--- src/rtl/arm_div_unit_pkg.sv ---
// Shared definitions for the sequential divider: FSM states and ALU flag bit positions.
package arm_div_unit_pkg;

  typedef enum logic [1:0] {
    S_IDLE = 2'd0,
    S_CALC = 2'd1,
    S_FIX  = 2'd2,
    S_DONE = 2'd3
  } div_state_e;

  localparam int unsigned FLAG_N = 3;
  localparam int unsigned FLAG_Z = 2;
  localparam int unsigned FLAG_C = 1;
  localparam int unsigned FLAG_V = 0;

  // C and V are always clear for divide results.
  function automatic logic [3:0] make_flags(input logic n, input logic z);
    logic [3:0] f;
    f         = '0;
    f[FLAG_N] = n;
    f[FLAG_Z] = z;
    return f;
  endfunction

endpackage

--- src/rtl/arm_div_unit_if.sv ---
// Request/result bundle between the control FSM (master) and the divider (slave).
interface arm_div_unit_if #(
  parameter int unsigned WIDTH = 32
) ();
  logic             start;
  logic             is_signed;
  logic [WIDTH-1:0] a;
  logic [WIDTH-1:0] b;
  logic             busy;
  logic             done;
  logic [WIDTH-1:0] quotient;
  logic [WIDTH-1:0] remainder;
  logic             div_zero;
  logic [3:0]       ALUFlags;

  modport master (
    output start, is_signed, a, b,
    input  busy, done, quotient, remainder, div_zero, ALUFlags
  );

  modport slave (
    input  start, is_signed, a, b,
    output busy, done, quotient, remainder, div_zero, ALUFlags
  );
endinterface

--- src/rtl/arm_div_step.sv ---
// One radix-2 restoring iteration: shift {rem,dvd} left, trial-subtract, shift in the quotient bit.
module arm_div_step #(
  parameter int unsigned WIDTH = 32
) (
  input  logic [WIDTH-1:0] rem,
  input  logic [WIDTH-1:0] dvd,
  input  logic [WIDTH-1:0] divisor,
  output logic [WIDTH-1:0] rem_next,
  output logic [WIDTH-1:0] dvd_next
);
  logic [WIDTH:0] shifted;
  logic [WIDTH:0] trial;

  // With rem < divisor, the top bit of the WIDTH+1-bit difference is a clean borrow.
  always_comb begin
    shifted  = {rem, dvd[WIDTH-1]};
    trial    = shifted - {1'b0, divisor};
    rem_next = trial[WIDTH] ? shifted[WIDTH-1:0] : trial[WIDTH-1:0];
    dvd_next = {dvd[WIDTH-2:0], ~trial[WIDTH]};
  end
endmodule

--- src/rtl/arm_div_unit.sv ---
// Multicycle UDIV/SDIV unit: fixed-latency restoring divider with sign fix-up and held results.
module arm_div_unit
  import arm_div_unit_pkg::*;
#(
  parameter int unsigned WIDTH = 32
) (
  input  logic           clk,
  input  logic           reset,
  arm_div_unit_if.slave  div
);
  localparam int unsigned CW = (WIDTH > 2) ? $clog2(WIDTH) : 1;

  div_state_e       state_q, state_d;
  logic [CW-1:0]    cnt_q;
  logic [WIDTH-1:0] rem_q, dvd_q, dvs_q, a_q;
  logic             sign_q_q, sign_r_q;
  logic [WIDTH-1:0] a_mag, b_mag, rem_n, dvd_n, q_fix, r_fix;
  logic [WIDTH-1:0] quot_q, remo_q;
  logic             dz_q;
  logic [3:0]       flags_q;

  arm_div_step #(.WIDTH(WIDTH)) u_step (
    .rem      (rem_q),
    .dvd      (dvd_q),
    .divisor  (dvs_q),
    .rem_next (rem_n),
    .dvd_next (dvd_n)
  );

  always_comb begin
    a_mag = (div.is_signed && div.a[WIDTH-1]) ? -div.a : div.a;
    b_mag = (div.is_signed && div.b[WIDTH-1]) ? -div.b : div.b;
  end

  // Zero divisor overrides the iteration result, which is meaningless in that case.
  always_comb begin
    q_fix = sign_q_q ? -dvd_q : dvd_q;
    r_fix = sign_r_q ? -rem_q : rem_q;
    if (dvs_q == '0) begin
      q_fix = '0;
      r_fix = a_q;
    end
  end

  always_comb begin
    state_d = state_q;
    case (state_q)
      S_IDLE:  if (div.start) state_d = S_CALC;
      S_CALC:  if (cnt_q == '0) state_d = S_FIX;
      S_FIX:   state_d = S_DONE;
      S_DONE:  state_d = S_IDLE;
      default: state_d = S_IDLE;
    endcase
  end

  always_ff @(posedge clk or negedge reset) begin
    if (!reset) begin
      state_q  <= S_IDLE;
      cnt_q    <= '0;
      rem_q    <= '0;
      dvd_q    <= '0;
      dvs_q    <= '0;
      a_q      <= '0;
      sign_q_q <= 1'b0;
      sign_r_q <= 1'b0;
      quot_q   <= '0;
      remo_q   <= '0;
      dz_q     <= 1'b0;
      flags_q  <= '0;
    end else begin
      state_q <= state_d;
      case (state_q)
        S_IDLE: if (div.start) begin
          a_q      <= div.a;
          dvd_q    <= a_mag;
          dvs_q    <= b_mag;
          rem_q    <= '0;
          cnt_q    <= CW'(WIDTH - 1);
          sign_q_q <= div.is_signed & (div.a[WIDTH-1] ^ div.b[WIDTH-1]);
          sign_r_q <= div.is_signed & div.a[WIDTH-1];
        end
        S_CALC: begin
          rem_q <= rem_n;
          dvd_q <= dvd_n;
          cnt_q <= cnt_q - CW'(1);
        end
        S_FIX: begin
          quot_q  <= q_fix;
          remo_q  <= r_fix;
          dz_q    <= (dvs_q == '0);
          flags_q <= make_flags(q_fix[WIDTH-1], q_fix == '0);
        end
        default: ;
      endcase
    end
  end

  assign div.busy      = (state_q == S_CALC) || (state_q == S_FIX);
  assign div.done      = (state_q == S_DONE);
  assign div.quotient  = quot_q;
  assign div.remainder = remo_q;
  assign div.div_zero  = dz_q;
  assign div.ALUFlags  = flags_q;
endmodule
--- src/flat_wrapper.sv ---
// flat-port wrapper written by rule: the top's interface ports become plain ports
module arm_div_unit_flat import arm_div_unit_pkg::*;
#(
  parameter int unsigned WIDTH = 32
)
  (clk, reset, div_start, div_is_signed, div_a, div_b, div_busy, div_done, div_quotient, div_remainder, div_div_zero, div_ALUFlags);
  arm_div_unit_if #(.WIDTH(WIDTH)) div_i ();
  input  logic clk;
  input  logic reset;
  input wire logic [$bits(div_i.start)-1:0] div_start;
  input wire logic [$bits(div_i.is_signed)-1:0] div_is_signed;
  input wire logic [$bits(div_i.a)-1:0] div_a;
  input wire logic [$bits(div_i.b)-1:0] div_b;
  output wire logic [$bits(div_i.busy)-1:0] div_busy;
  output wire logic [$bits(div_i.done)-1:0] div_done;
  output wire logic [$bits(div_i.quotient)-1:0] div_quotient;
  output wire logic [$bits(div_i.remainder)-1:0] div_remainder;
  output wire logic [$bits(div_i.div_zero)-1:0] div_div_zero;
  output wire logic [$bits(div_i.ALUFlags)-1:0] div_ALUFlags;
  assign div_i.start = div_start;
  assign div_i.is_signed = div_is_signed;
  assign div_i.a = div_a;
  assign div_i.b = div_b;
  assign div_busy = div_i.busy;
  assign div_done = div_i.done;
  assign div_quotient = div_i.quotient;
  assign div_remainder = div_i.remainder;
  assign div_div_zero = div_i.div_zero;
  assign div_ALUFlags = div_i.ALUFlags;
  arm_div_unit #(.WIDTH(WIDTH)) u_core (.clk(clk), .reset(reset), .div(div_i));
endmodule
--- config.mk ---
export PLATFORM = sky130hd
export DESIGN_NAME = arm_div_unit_flat
export DESIGN_NICKNAME = d
export VERILOG_FILES = /design/src/rtl/arm_div_unit_pkg.sv /design/src/rtl/arm_div_unit_if.sv /design/src/rtl/arm_div_step.sv /design/src/rtl/arm_div_unit.sv /design/src/flat_wrapper.sv
export SDC_FILE = /design/constraint.sdc
export NUM_CORES = 1
export LEC_CHECK = 0
export BUFFER_PORTS_ARGS = -buffer_cell sky130_fd_sc_hd__buf_2
export CAP_MARGIN = 10
export CORE_ASPECT_RATIO = 1.25
export CORE_UTILIZATION = 65
export DETAILED_ROUTE_END_ITERATION = 10
export GPL_TIMING_DRIVEN = 0
export HOLD_SLACK_MARGIN = 0.02
export MAX_ROUTING_LAYER = met4
export PLACE_DENSITY = 0.87
export SKIP_CTS_REPAIR_TIMING = 1
export SLEW_MARGIN = 5
export SYNTH_ARGS = -nofsm -noshare
export SYNTH_HDL_FRONTEND = slang
export SYNTH_SLANG_ARGS = --single-unit
--- constraint.sdc ---
create_clock -name clk -period 10 [get_ports clk]
set_input_delay 2 -clock clk [delete_from_list [all_inputs] [get_ports clk]]
set_output_delay 2 -clock clk [all_outputs]
set_load 0.005 [all_outputs]
# Word level (Yosys, flattened, before mapping)
# Cells that the tools add are included.
totals:
  register_bits: 204
  in_bits: 68
  output_inout_bits: 71
  elab_cells: 54
op_classes:
  n_addsub: 6
  n_eq_ne: 5
  n_mux: 16
  n_bitwise: 4
  n_reduce_logical: 11
op_table:
  columns: ["op", "count"]
  rows:
  - ["32-bit 2-to-1 mux", 9]
  - ["32-bit negation", 4]
  - ["32-bit one-hot mux with 2 select lines", 2]
  - ["32-bit zero test", 2]
  - ["33-bit by 32-bit subtractor with 33-bit output", 1]
  - ["5-bit one-hot mux with 2 select lines", 1]
  - ["2-bit one-hot mux with 4 select lines", 1]
  - ["2-bit AND reduction", 3]
  - ["5-bit zero test", 1]
  - ["5-bit 2-to-1 mux", 1]
  - ["5-bit by 1-bit subtractor with 5-bit output (second input constant)", 1]
  - ["2-bit equality test (second input constant)", 2]
  - ["2-bit 2-to-1 mux", 2]
  - ["1-bit AND", 2]
  - ["2-bit by 1-bit equality test with 1-bit output (second input constant)", 1]
  - ["1-bit logical AND", 2]
  - ["2-bit zero test", 1]
  - ["2-bit by 1-bit inequality test with 1-bit output (second input constant)", 1]
  - ["2-bit inequality test (second input constant)", 1]
  - ["2-bit nonzero test", 1]
  - ["1-bit logical OR", 1]
  - ["1-bit NOT", 1]
  - ["1-bit bitwise XOR", 1]

# Logic depth before layout (Yosys ltp)
# Gate-level depths: netlist of the first run.
depth:
  ltp_word: 4
  ltp_mapped: 13
  mapped_depth_nobuf: 12

# Cells and area by module
# From an unflattened synthesis of the first run, not the netlist that was laid out.
unflattened:
  hier_cells: 1579
  area_unflattened_um2: 13864.5
modules_own_cells:
  columns: ["module", "n_inst", "cells_per_inst", "area_each_um2", "seq_area_each_um2"]
  rows:
  - ["arm_div_unit", 1, 1237, 11375.9, 5079.9]
  - ["arm_div_step", 1, 342, 2488.6, 0.0]

# Worst setup path after synthesis of the first run
# No wires, ideal clock.
synth_path:
  path_type: "input-to-reg"
  startpoint: "input div_a[4]"
  endpoint: "register u_core.dvd_q[29]"
  setup_time_ns: 0.128
  arrival_ns: 4.382
  setup_slack_ns: 5.489
  path_stages: 8
  path_buffers: 0
  path_cell_list: "or4_1 > nor4b_1 > and2_1 > nand3_1 > or4_1 > o41ai_1 > xor2_1 > a21oi_1"
synth_via:
  elab_chain_cells: 4
synth_rtl:
  columns: ["item", "line_no", "text"]
  rows:
  - ["from (decl)", "flat_wrapper.sv:12", "input wire logic [$bits(div_i.a)-1:0] div_a;"]
  - ["32-bit negation", "arm_div_unit.sv:31", "a_mag = (div.is_signed && div.a[WIDTH-1]) ? -div.a : div.a;"]
  - ["32-bit 2-to-1 mux", "arm_div_unit.sv:31", null]
  - ["32-bit 2-to-1 mux", "arm_div_unit.sv:73", "S_IDLE: if (div.start) begin"]
  - ["32-bit one-hot mux with 2 select lines", "arm_div_unit.sv:72", "case (state_q)"]
  - ["to (signal assigned)", "arm_div_unit.sv:75", "dvd_q <= a_mag;"]
  - ["to (signal assigned)", "arm_div_unit.sv:84", "dvd_q <= dvd_n;"]
  - ["to (decl)", "arm_div_unit.sv:15", "logic [WIDTH-1:0] rem_q, dvd_q, dvs_q, a_q;"]
# Every way passes these cells. The select of a mux whose other input is x is not followed.
# A chain may end at the register's enable or synchronous reset.

# Final worst setup path of the first run
# Same ends and word-level chain as after synthesis.

==> results of run 1 <==
Yosys cell counts (all sizes together) (24+ instances only):
library cell,number
nor3,28
nor2,95
mux2i,25
xor2,86
inv,68
dfrtp,203
clkbuf,70
ha,42
a21oi,93
o31ai,38
o21ai,168
xnor2,57
o2bb2ai,24
mux2,52
nand2,174
tightest hold or removal path: cells and delay by family (launching register included):
| family | cells | cell delay, ns |
|---|---|---|
| simple gates | 1 | 0.07 |
| compound gates | 1 | 0.04 |
| flops | 1 | 0.34 |
power by group through the flow:
stage                     clock network, uW  logic (uW)  registers (uW)
after global routing                    809        3150            1580
after global placement                    0        2720            1520
after CTS                               774        2830            1520
after floorplan                           0        2040            1440
after detailed placement                  0        2800            1530
final                                   774        2880            1540
flip-flops by register name, summed over array words and instances (netlist names):
| name | flops |
|---|---|
| u_core.div.quotient | 32 |
| u_core.dvd_q | 32 |
| u_core.sign_r_q | 1 |
| u_core.div.div_zero | 1 |
| u_core.rem_q | 32 |
| u_core.div.ALUFlags | 1 |
| u_core.sign_q_q | 1 |
| u_core.dvs_q | 32 |
| u_core.a_q | 32 |
| u_core.cnt_q | 5 |
| u_core.div.remainder | 32 |
| u_core.state_q | 2 |
layer usage:
layer  vias up  global-route usage  share of wire
li1       5590                   -              -
met1      5663              0.4126           0.37
met3       163             0.04064          0.065
met5         -                   -              0
met2       535              0.6420           0.50
met4         0              0.2422          0.064
logic make-up (layout without fill, tap and decap cells):
| logic type | count (synthesis) | count (layout) | synth area share |
|---|---|---|---|
| adders and majority gates | 43 | 43 | 0.04183 |
| DFF | 203 | 203 | 0.3895 |
| and+or+nand+nor | 431 | 431 | 0.1566 |
| muxes | 77 | 77 | 0.06408 |
| other | 1 | 3 | 0.0002875 |
| buffers and inverters | 151 | 321 | 0.04538 |
| xor gates and xnor gates | 143 | 143 | 0.09603 |
| AOI/OAI and AO/OA | 429 | 429 | 0.2064 |
layout make-up:
cell class	count	area, um2
multi-input combinational	1125	7375
clock buffer	29	575.6
timing repair buffer	137	718.2
buffer	83	336.6
inverter	68	255.2
fill	1447	4793
tap	265	331.6
clock inverter	4	73.82
sequential	203	5080
antenna	1	2.502
path summary, 6_finish.rpt:
kind / from / to / cells past startpoint
max in group asynchronous: reset / u_core.div.remainder[26] / 2
worst min register to register: u_core.div.ALUFlags[2] / u_core.div.ALUFlags[2] / 2
min in group asynchronous: reset / u_core.dvd_q[11] / 1
worst max register to register: u_core.dvd_q[31] / u_core.rem_q[29] / 13
worst max-delay path: div_a[4] / u_core.dvd_q[29] / 9
worst min-delay path: u_core.div.ALUFlags[2] / u_core.div.ALUFlags[2] / 2
stage by stage:
step	hold slack, ns	power (uW)	instances	utilization
2_1_floorplan	0.4447	3486	1479	-
3_3_place_gp	0.4626	4234	1880	0.7194
3_5_place_dp	0.4623	4335	1881	0.7213
4_1_cts	0.4821	5130	1914	0.7546
5_1_grt	0.4971	5541	1914	0.7546
6_report	0.4781	5189	1915	0.7547
==> out/metrics.cfg, run 1 <==
[critical_path]
critical-path-max-stage-delay_ns = 0.72
startpoint_type = input port
cpMostUsedCell = or4_1
critical_path_buf_inv_count = 1
crit_type = in2reg
path_delay_family = simple AND/OR/NAND/NOR gates
r2r_slack_ns = 5.45
crit_chain = buf_2 > or4_1 > nor4b_1 > and2_1 > nand3_1 > or4_1 > o41ai_1 > xor2_1 > a21oi_1
worst_setup_path_end_kind = flip-flop
worstPathArrival_ns = 5.12
slowest_stage = nor4b_1
cp_data_required_time_ns = 10.37
path_max_fanout = 5

[place]
postPlaceCellArea_um2 = 14100
portBuffers = 136
pre_cts_slack_ns = 4.848
globalplace.congestion = 0.9676
dp_hpwl_um = 27930

[detailed_routing]
viasPerCell = 6.241
drc = 0
drt_iter0_drc = 951
first_pass_iters = 5
routed_wl_um = 37140
via_count = 11951
wl_per_cell_um = 19.40
ant_nets = 0

[yosys]
syn_area_um2 = 13040
ys_seq_area_frac = 0.3895
yosysUniqueCellTypes = 70
synthFlopType = dfrtp_1
avgSynthCellArea_um2 = 8.824
synth_edf_count = 0
syn_inst = 1478
yosysTopAreaCellShare = 0.3895
async_flop_share = 1.000
synthesis.yosys.warnings = 0
yosys.area.top_type = dfrtp_1
ys_ff_latch = 203
synth_area_leaders = dfrtp_1, o21ai_0, xor2_1, nand2_1, mux2_2

[sta]
period_minus_slack_ns = 4.754
rsz0062_at_grt = no
setup_ws_ns = 5.246
max_slew.worst_pin.slew_ns = 0.9480
setup_tns_ns = 0
max_slew_margin = 0.3657
max_freq_ghz = 0.2104
fin_skew_ns = 0.01129
final_hold_viol_count = 0
period_share = 0.4754
maxSlewViolCount = 0
finalSetupViolCount = 0

[clock_tree]
clock_latency_ns = 0.51
cts_tree = done
cts_buffers = 21
clkTransAtPathRegs_ns = 0.06
clkSinkCount = 203
cts_buffer_depth = 3
htreeDepth = 1
root_buffer = clkbuf_16

[power]
power.leakage_uw = 0.006464
vdd_ir_drop_max_uv = 186.3
p_seq_frac = 0.296
power_switching_uw = 2379
comb_power_share = 0.555
powerDensity_nw_per_um2 = 351.9
p_sw_frac = 0.4585
internal-power_uw = 2810
p_clk_frac = 0.149

[floorplanning]
dieArea_um2 = 20640
start_util = 0.6674
die_w_um = 128.7
core_um2 = 19540
ios = 139
die_h_um = 160.4
rows = 57

[global_route]
grt_pass1_vias = 11527
grt_pass1_wl_um = 58680
antenna_found_initial = 0
grt_max_degree = 105
grt_usage = 0.3754
grt-ovfl-total = 0

[finish]
design_area_um2 = 14750
layout_commonest_cell = dfrtp_1
drive_gt1_frac = 0.1492
syn2layout_area_growth_pct = 13.08
final_nets = 1750
final_cell_mix = dfrtp_1, nand2_1, o21ai_0

[job]
maxCapViolations = 0

[hold_path]
hp-class = reg2reg

[run_status]
status = completed

Note: power is estimated with default switching activity, not from simulation.
==> inputs of run 2 (changes only) <==
--- a/config.mk
+++ b/config.mk
@@ -8,12 +8,12 @@
 export BUFFER_PORTS_ARGS = -buffer_cell sky130_fd_sc_hd__buf_2
 export CAP_MARGIN = 10
 export CORE_ASPECT_RATIO = 1.25
-export CORE_UTILIZATION = 65
+export CORE_UTILIZATION = 54
 export DETAILED_ROUTE_END_ITERATION = 10
 export GPL_TIMING_DRIVEN = 0
 export HOLD_SLACK_MARGIN = 0.02
 export MAX_ROUTING_LAYER = met4
-export PLACE_DENSITY = 0.87
+export PLACE_DENSITY = 0.77
 export SKIP_CTS_REPAIR_TIMING = 1
 export SLEW_MARGIN = 5
 export SYNTH_ARGS = -nofsm -noshare
==> constraint.sdc (replaced) <==
create_clock -name clk -period 4.3 [get_ports clk]
set_input_delay 0.86 -clock clk [delete_from_list [all_inputs] [get_ports clk]]
set_output_delay 0.86 -clock clk [all_outputs]
set_load 0.005 [all_outputs]
==> run 2 against run 1 <==
Highest routed layer unchanged; worst setup slack worse by 5.0 ns; routed wire length is 1.2% lower; combinational power is 130% higher; cell count is 3.1% higher.
==> out/metrics.cfg, run 2 (synthesis results as in run 1) <==
[finish]
design_area_um2 = 14870  ; was 14,750 um2
finish.utilization = 0.6268  ; was 0.7547
final_nets = 1750  ; unchanged
layout_commonest_cell = dfrtp_1  ; unchanged
syn2layout_area_growth_pct = 14.03  ; was 13.08%
final_cell_mix = dfrtp_1, nand2_1, o21ai_0  ; unchanged
antenna-diode-count = 0  ; was 1
drive_gt1_frac = 0.1533  ; was 0.1492
stdcell_count = 1975  ; was 1,915
fillers = 2015  ; was 1,447

[critical_path]
startpoint_type = flip-flop  ; was input port
crit_type = reg2reg  ; was in2reg
worst_setup_path_end_kind = flip-flop  ; unchanged
worstPathArrival_ns = 4.45  ; was 5.12 ns
cp_data_required_time_ns = 4.68  ; was 10.37 ns
path_max_fanout = 10  ; was 5

[sta]
period_minus_slack_ns = 4.062
finalSetupViolCount = 0  ; unchanged
period_share = 0.9447
rsz0062_at_grt = no  ; unchanged
max_freq_ghz = 0.2462
fin_skew_ns = 0.01428  ; was 0.01129 ns
max_slew.worst_pin.slew_ns = 0.9406  ; was 0.9480 ns
max_slew_margin = 0.3706  ; was 0.3657
final_hold_viol_count = 0  ; unchanged
holdWs_ns = 0.3895  ; was 0.4781 ns
setup_tns_ns = 0  ; unchanged
maxSlewViolCount = 0  ; unchanged

[detailed_routing]
routed_wl_um = 36710  ; was 37,140 um
drc = 0  ; unchanged
ant_nets = 0  ; unchanged
drt_iter0_drc = 780  ; was 951
via_count = 11631  ; was 11,951
wl_per_cell_um = 18.59  ; was 19.40 um
first_pass_iters = 5  ; unchanged
viasPerCell = 5.889  ; was 6.241

[global_route]
grt_max_degree = 103  ; was 105
grt_pass1_wl_um = 58180  ; was 58,680 um
grt.busiest_layer = met2  ; unchanged
grt-ovfl-total = 0  ; unchanged
met1_usage = 0.3466  ; was 0.4126
use_met3 = 0.02944  ; was 0.04064
antenna_found_initial = 0  ; unchanged
use_met2 = 0.5502  ; was 0.6420
grt_usage = 0.3091  ; was 0.3754
grt_pass1_vias = 11305  ; was 11,527

[clock_tree]
cts_buffer_depth = 3  ; unchanged
root_buffer = clkbuf_16  ; unchanged
cts_tree = done  ; unchanged
clock_latency_ns = 0.50  ; was 0.51 ns
clkSinkCount = 203  ; unchanged
clkTransAtPathRegs_ns = 0.06  ; about the same
htreeDepth = 1  ; unchanged
cts_buffers = 21  ; unchanged

[power]
power.leakage_uw = 0.006494  ; was 0.006464 uW
internal-power_uw = 6604  ; was 2810 uW
p_seq_frac = 0.296  ; about the same
p_clk_frac = 0.154  ; was 0.149
power_switching_uw = 5480  ; was 2379 uW
p_sw_frac = 0.4535  ; was 0.4585
comb_power_share = 0.551  ; was 0.555
vdd_ir_drop_max_uv = 302.5  ; was 186.3 uV
powerDensity_nw_per_um2 = 812.5  ; was 351.9 nW/um2

[job]
maxCapViolations = 0  ; unchanged

[place]
portBuffers = 136  ; unchanged
dp.cells = 1941  ; was 1,881
postPlaceCellArea_um2 = 14170  ; was 14,100 um2
globalplace.congestion = 0.9837  ; was 0.9676
dp_hpwl_um = 28250  ; was 27,930 um

[floorplanning]
core_um2 = 23730  ; was 19,540 um2
start_util = 0.5497  ; was 0.6674
dieArea_um2 = 24780  ; was 20,640 um2
die_h_um = 175.8  ; was 160.4 um
rows = 63  ; was 57
ios = 139  ; unchanged
die_w_um = 141.0  ; was 128.7 um

[hold_path]
hp-class = in2async  ; was reg2reg

[run_status]
status = completed  ; unchanged

[run 2: cell count changes in the layout (fill, tap and decap cells not counted), moves of 2 or more]
cell / change
clkbuf_1: -3
clkbuf_8: +4
clkbuf_2: +2
buf_1: -2
[run 2: final timing paths]
path	slack, ns	cells after the start	to	startpoint
worst max-delay path	0.24	13	u_core.rem_q[0]	u_core.dvd_q[31]
worst min-delay path	0.39	1	u_core.dvd_q[8]	reset
worst max register to register	0.24	13	u_core.rem_q[0]	u_core.dvd_q[31]
worst min register to register	0.48	1	u_core.div.quotient[23]	u_core.div.quotient[23]
max in group asynchronous	2.96	2	u_core.div.remainder[26]	reset
min in group clk	0.48	1	u_core.div.quotient[23]	u_core.div.quotient[23]
[run 2: metal layers]
layer  routed length, um  share of wire
met5                   0              0
met4                1678          0.046
met3                1642          0.045
met2               18940           0.52
met1               14460           0.39
[run 2: through the flow]
stage | total power, uW | setup slack [ns]
2_1_floorplan | 8107 | 0.9294
3_3_place_gp | 9898 | -0.9191
3_5_place_dp | 10110 | -0.1994
4_1_cts | 12020 | -0.2099
5_1_grt | 12980 | 0.01979
6_report | 12080 | 0.2378
[run 2: power groups by stage]
stage	combinational (uW)	sequential, uW	clock, uW
CTS	6590	3550	1870
global route	7360	3670	1940
finish	6650	3570	1860
floorplan	4750	3360	0
detailed placement	6540	3580	0
global placement	6360	3540	0
[run 2: final cells by class]
cell class                      instances  area, um2  area share
Inverter                               68      255.2     0.01716
Clock inverter                          4      72.57    0.004880
Clock buffer                           30      619.3     0.04165
Multi-Input combinational cell       1125       7381      0.4963
Timing Repair Buffer                  137      718.2     0.04829
Buffer                                 83      339.1     0.02280
Tap cell                              325      406.6     0.02734
Sequential cell                       203       5080      0.3416
[run 2: worst max-delay path, stage by stage, from the launching register on]
cell,delay (ns)
dfrtp_1,0.42
inv_1,0.25
ha_1,0.25
fa_1,0.22
nor2b_1,0.07
o31a_1,0.28
o311ai_1,0.46
nand2_1,0.23
a21oi_1,0.41
o21a_1,0.37
and2_1,0.19
clkbuf_1,0.49
nand3_1,0.18
o311ai_0,0.12
